==> config.mk <==
export PLATFORM = sky130hd
export DESIGN_NAME = uart_tx_frame_ctrl
export DESIGN_NICKNAME = d
export VERILOG_FILES = /design/src/rtl/uart_tx_pkg.sv /design/src/rtl/uart_parity_calc.sv /design/src/rtl/uart_tx_frame_ctrl.sv
export SDC_FILE = /design/constraint.sdc
export NUM_CORES = 1
export LEC_CHECK = 0
export CAP_MARGIN = 10
export CORE_AREA = 2 2 39 41
export CTS_CLUSTER_SIZE = 40
export DETAILED_ROUTE_END_ITERATION = 8
export DIE_AREA = 0 0 41 43
export GPL_ROUTABILITY_DRIVEN = 1
export HOLD_SLACK_MARGIN = 0.15
export PLACE_DENSITY_LB_ADDON = 0.05
export SETUP_SLACK_MARGIN = 0.05
export SKIP_CTS_REPAIR_TIMING = 1
export SYNTH_ARGS = -nofsm -noshare
export SYNTH_HDL_FRONTEND = slang
export SYNTH_SLANG_ARGS = --single-unit
export TNS_END_PERCENT = 10
==> constraint.sdc <==
create_clock -name CLK -period 1.6 [get_ports CLK]
set_input_delay 0.16 -clock CLK [delete_from_list [all_inputs] [get_ports CLK]]
set_output_delay 0.16 -clock CLK [all_outputs]
set_load 0.05 [all_outputs]
==> src/rtl/uart_tx_pkg.sv <==
// Shared types and line constants for the UART transmit frame controller.
// The PARITY state only exists when UART_TX_PARITY_EN is defined.
package uart_tx_pkg;

  typedef enum logic [2:0] {
    IDLE   = 3'd0,
    START  = 3'd1,
    DATA   = 3'd2,
`ifdef UART_TX_PARITY_EN
    PARITY = 3'd3,
`endif
    STOP   = 3'd4
  } tx_state_e;

  localparam logic PAR_EVEN  = 1'b0;
  localparam logic PAR_ODD   = 1'b1;
  localparam logic START_BIT = 1'b0;
  localparam logic STOP_BIT  = 1'b1;

endpackage

==> src/rtl/uart_parity_calc.sv <==
// Parity generator for one UART frame; present only when UART_TX_PARITY_EN is defined.
// par_type selects even (PAR_EVEN) or odd (PAR_ODD) parity over data.
`ifdef UART_TX_PARITY_EN
module uart_parity_calc
  import uart_tx_pkg::*;
#(
  parameter int DATA_WIDTH = 8
) (
  input  logic [DATA_WIDTH-1:0] data,
  input  logic                  par_type,
  output logic                  par_bit
);

  always_comb begin
    par_bit = (^data) ^ (par_type == PAR_ODD);
  end

endmodule
`endif

==> src/rtl/uart_tx_frame_ctrl.sv <==
// UART transmit frame controller: start bit, DATA_WIDTH bits from an external
// serializer, optional parity bit (macro UART_TX_PARITY_EN), stop bit.
module uart_tx_frame_ctrl
  import uart_tx_pkg::*;
#(
  parameter int DATA_WIDTH = 8
) (
  input  logic                  CLK,
  input  logic                  RST,
  input  logic [DATA_WIDTH-1:0] P_DATA,
  input  logic                  Data_Valid,
`ifdef UART_TX_PARITY_EN
  input  logic                  PAR_TYP,
`endif
  input  logic                  Ser_data,
  input  logic                  Ser_done,
  output logic                  Ser_en,
  output logic                  TX_OUT,
  output logic                  Busy
);

  tx_state_e state_q, state_d;
  logic      tx_q, tx_d;
  logic      busy_q, busy_d;

`ifdef UART_TX_PARITY_EN
  logic par_q, par_d, par_calc;

  uart_parity_calc #(
    .DATA_WIDTH(DATA_WIDTH)
  ) u_parity_calc (
    .data    (P_DATA),
    .par_type(PAR_TYP),
    .par_bit (par_calc)
  );
`else
  logic unused_p_data;
  assign unused_p_data = ^P_DATA;
`endif

  always_comb begin
    state_d = state_q;
    case (state_q)
      IDLE:    state_d = Data_Valid ? START : IDLE;
      START:   state_d = DATA;
      DATA: begin
        if (Ser_done) begin
`ifdef UART_TX_PARITY_EN
          state_d = PARITY;
`else
          state_d = STOP;
`endif
        end else begin
          state_d = DATA;
        end
      end
`ifdef UART_TX_PARITY_EN
      PARITY:  state_d = STOP;
`endif
      STOP:    state_d = Data_Valid ? START : IDLE;
      default: state_d = IDLE;
    endcase
  end

`ifdef UART_TX_PARITY_EN
  // START is only entered on an accepted Data_Valid, so that is when parity is captured.
  always_comb begin
    par_d = par_q;
    if (state_d == START) begin
      par_d = par_calc;
    end else begin
      par_d = par_q;
    end
  end
`endif

  // Line level and Busy are decided one cycle early so they leave flops directly.
  always_comb begin
    tx_d   = STOP_BIT;
    busy_d = 1'b0;
    case (state_d)
      IDLE: begin
        tx_d   = STOP_BIT;
        busy_d = 1'b0;
      end
      START: begin
        tx_d   = START_BIT;
        busy_d = 1'b1;
      end
      DATA: begin
        tx_d   = STOP_BIT;
        busy_d = 1'b1;
      end
`ifdef UART_TX_PARITY_EN
      PARITY: begin
        tx_d   = par_q;
        busy_d = 1'b1;
      end
`endif
      STOP: begin
        tx_d   = STOP_BIT;
        busy_d = 1'b1;
      end
      default: begin
        tx_d   = STOP_BIT;
        busy_d = 1'b0;
      end
    endcase
  end

  always_comb begin
    Ser_en = 1'b0;
    case (state_q)
      START:   Ser_en = 1'b1;
      DATA:    Ser_en = ~Ser_done;
      default: Ser_en = 1'b0;
    endcase
  end

  // Data bits bypass the output flop so the serializer's bit appears in its own cycle.
  always_comb begin
    TX_OUT = (state_q == DATA) ? Ser_data : tx_q;
  end

  assign Busy = busy_q;

  always_ff @(posedge CLK) begin
    if (RST) begin
      state_q <= IDLE;
      tx_q    <= STOP_BIT;
      busy_q  <= 1'b0;
    end else begin
      state_q <= state_d;
      tx_q    <= tx_d;
      busy_q  <= busy_d;
    end
  end

`ifdef UART_TX_PARITY_EN
  always_ff @(posedge CLK) begin
    if (RST) begin
      par_q <= 1'b0;
    end else begin
      par_q <= par_d;
    end
  end
`endif

endmodule

# Word-level counts from Yosys, hierarchy flattened
# Index checks and enable logic that the tools add are counted.
dict set report word_totals {
  rom_bits 0
  latch_bits 0
  ramBits 0
  reg_bits 5
  mem_count 0
}
dict set report op_classes {
  order_cmp 0
  n_eq_ne 6
  n_shift 0
  bitwise 1
  n_mul 0
  reduce_logical 3
  add_sub_neg 0
  n_div 0
  mux 7
}
# operator n
set ops {}
lappend ops {{3-bit case mux with 3 select lines} 1}
lappend ops {{3-bit by 1-bit == test with 1-bit output, second input constant} 2}
lappend ops {{3-bit by 2-bit == test with 1-bit output, second input constant} 2}
lappend ops {{3-bit == test, second input constant} 2}
lappend ops {{1-bit two-way mux} 4}
lappend ops {{3-bit zero test} 1}
lappend ops {{3-bit two-way mux} 1}
lappend ops {{3-bit OR reduction} 1}
lappend ops {{1-bit case mux with 2 select lines} 1}
lappend ops {{2-bit OR reduction} 1}
lappend ops {{1-bit inverter} 1}

# Depth between registers and ports, before layout
# Gate-level depths: netlist of the first run.
dict set report depth {
  depth_word 6
  depth_mapped 2
  mapped_depth_nobuf 2
}

# Worst setup path after synthesis of the first run
# No wires, ideal clock.
dict set report synth_path {
  path_kind {register to output}
  from {register state_q[0]}
  to {output port Ser_en}
  path_stages_with_launch 3
  setup_slack_ns 0.184
  t_required_ns 1.440
  path_buffers 0
  t_arrival_ns 1.256
  path_cell_list {dfxtp_1 -> or4b_1 -> nand2_1}
}
dict set report synth_via {
  elab_chain_cells 2
}
# item line_no
set synth_lines {}
lappend synth_lines {{start, declared} uart_tx_frame_ctrl.sv:22} ;# tx_state_e state_q, state_d;
lappend synth_lines {{start signal, assigned} uart_tx_frame_ctrl.sv:133} ;# state_q <= state_d;
lappend synth_lines {{3-bit by 2-bit == test with 1-bit output or 3-bit by 1-bit == test with 1-bit output (tied branches)} uart_tx_frame_ctrl.sv:113} ;# case (state_q)
lappend synth_lines {{1-bit case mux with 2 select lines (*)} uart_tx_frame_ctrl.sv:113}
lappend synth_lines {{end, declared} uart_tx_frame_ctrl.sv:17} ;# output logic Ser_en,
# Every way passes the cells marked *; elsewhere a longest branch is shown, timed or not.

# Final worst setup path of the first run
# Ends and elaborated chain as after synthesis.

==> out/summary.txt, run 1 <==
# rows -> 14
Clock Tree Buf Depth -> 2
Ports -> 16
Max-Cap Viols -> 0
First-pass GRT wire length -> 821 microns
Top Family by Delay on Critical Path -> simple AND/OR/NAND/NOR gates
Post-synthesis cell area -> 204 sq um
TritonCTS clock tree -> built
DP HPWL -> 340 microns
Routed WL -> 471 microns
CTS root buf -> clkbuf_4
Insertion delay to the later sink of the worst-skew pair -> 0.24 ns
Clk slew on worst S/H paths -> 0.04 ns
Setup tns final -> 0 ns
Arrival @ worst endpoint -> 1.39 ns
Rel. slew slack -> 0.858
Drt drc -> 0
Crit path buffers/inverters -> 1
Yosys Warn Count -> 0
Mapped Avg Cell Area -> 10.7 sq um
Vias/cell -> 4.04
Layout cells sized above 1 -> 0.500
Hold path depth -> 1
Max VDD drop -> 0.000363 V
Reg2Reg Depth -> 2
Worst path slowest cell -> or4b_4
Post-Syn Nets -> 32
H-tree depth -> 1
Area delta synth->final -> 67.5%
Mapped Cells -> 19
Crit-path cells -> or4b_4, nand2_2, buf_12
Post-synth cell types -> 14
Final hold vios -> 0
GR Overflow Total -> 0
FMAX -> 646 MHz
FF-to-FF Start -> state_q[0]$_SDFF_PP0_
DRT antenna net count -> 0
Layout Skew -> 0.00209 ns
Ant diodes -> 0
CP Launch Point -> state_q[0]$_SDFF_PP0_
Die Wd -> 41 microns
CP startpoint kind -> register
Hold Crit Class -> register to register
Outcome -> finished, final reports clean
Post-layout nets -> 44
Initial Utilization -> 0.147
Tcrit/Tclk final -> 0.968
Full die area -> 0.00176 sq mm
Hold-critical path endpoint -> state_q[0]$_SDFF_PP0_
Clock Sink Count -> 5
Worst Path Required -> 1.44 ns
Seq/Total Area, Yosys -> 0.491
Register bit total from synthesis -> 5
Most common cell after layout, fill and taps aside -> clkdlybuf4s50_1
Critical path class -> register to output port
DR iter-0 viols -> 3
Worst setup EP type -> output port
Global-route usage over all layers -> 0.0752
Commonest non-fill, non-tap cells in the layout -> 4 x clkdlybuf4s50_1, 3 x dfxtp_1, 3 x clkbuf_4, 2 x nand2b_1, 2 x buf_4
Worst R2R End -> state_q[1]$_SDFF_PP0_
Final setup fails -> 0
Antenna violations before repair -> 0
Fin. max-slew vios -> 0
Slew @ Worst Pin -> 0.211 ns
Vias in the first global route -> 210
CP Max Fanout -> 8
CTS Buf Count -> 3
RSZ-0062 raised after global routing -> yes
Via total after detailed routing -> 186
Period minus WS final -> 1.55 ns
R2R Setup Slk -> 0.49 ns
IO buf count -> 7
Largest net degree at the start of global routing -> 9
PwrDens -> 1050 mW/mm^2
Leakage power -> 0.127 nW
Final worst slack -> 0.0518 ns
Gpl congestion -> 0.648
Setup WS pre-CTS -> 0.0777 ns
Core area -> 0.00138 sq mm
Hold Path Origin -> state_q[0]$_SDFF_PP0_
Die height -> 43 microns
Slowest stage delay, CP -> 0.55 ns
First-pass DRT Iterations -> 2
Routed len/inst -> 10.2 microns
==> logic make-up after synthesis <==
group,synth area share
muxes,0.0552
and+or+nand+nor,0.313
AOI/OAI and AO/OA,0.123
buffers and inverters,0.0184
DFF,0.491
==> power breakdown <==
| part | internal, mW | switching, mW |
|---|---|---|
| clock network | 0.0942 | 0.0508 |
| registers | 0.132 | 0.00679 |
| logic | 0.0352 | 0.0387 |
==> metrics by stage <==
stage / hold WS (ns) / utilization / cells / cell area, sq um / total power, mW
global placement: 0.551 / 0.216 / 42 / 299 / 0.213
detailed placement: 0.553 / 0.216 / 42 / 299 / 0.213
floorplan: 0.222 / - / 19 / 204 / 0.181
global route: 0.505 / 0.247 / 46 / 342 / 0.383
CTS: 0.517 / 0.235 / 46 / 325 / 0.363
finish: 0.475 / 0.247 / 46 / 342 / 0.358
==> final cells by class <==
type | count | area [sq um]
clock buffers | 4 | 26.3
multi-input cells | 13 | 111
repair buffers | 7 | 75.1
well taps | 16 | 20.0
fillers | 154 | 1040
flip-flops and latches | 5 | 105
inverters | 1 | 3.75
==> Yosys cell counts (all sizes together) <==
cell type	count	area (sq um)
nor3b	1	7.51
or4b	1	10.0
nor4b	1	8.76
o21a	1	7.51
or3b	1	8.76
nor3	1	5.00
nand2	1	3.75
or3	1	7.51
dfxtp	5	100
a311oi	1	8.76
mux2	1	11.3
inv	1	3.75
a21oi	1	8.76
nand2b	2	12.5
==> sequential cells by signal, indices dropped and copies added (netlist names) <==
name / cells
tx_q: 1
Busy: 1
state_q: 3
==> metal layers <==
layer / share of wire / GRT usage / up-vias
met5: 0 / 0 / -
met4: 0.023 / 0.100 / 0
met3: 0.13 / 0.0471 / 2
met2: 0.44 / 0.0781 / 7
met1: 0.41 / 0.0833 / 84
li1: - / - / 93
==> worst max path at each step <==
stage              to  slack [ns]  depth (start not counted)
3_5_place_dp   Ser_en        0.08                          4
5_1_grt        Ser_en       0.006                          3
3_3_place_gp   Ser_en        0.07                          4
6_report       Ser_en        0.05                          3
2_1_floorplan  Ser_en        0.18                          2
4_1_cts        Ser_en       -0.04                          3
(Power assumes the default switching activity.)
==> inputs of run 2 (changes only) <==
Settings changed: CTS_CLUSTER_DIAMETER set to 200.
==> results of run 2 <==
No change in the layout: final DEF, timing and power equal those of run 1.
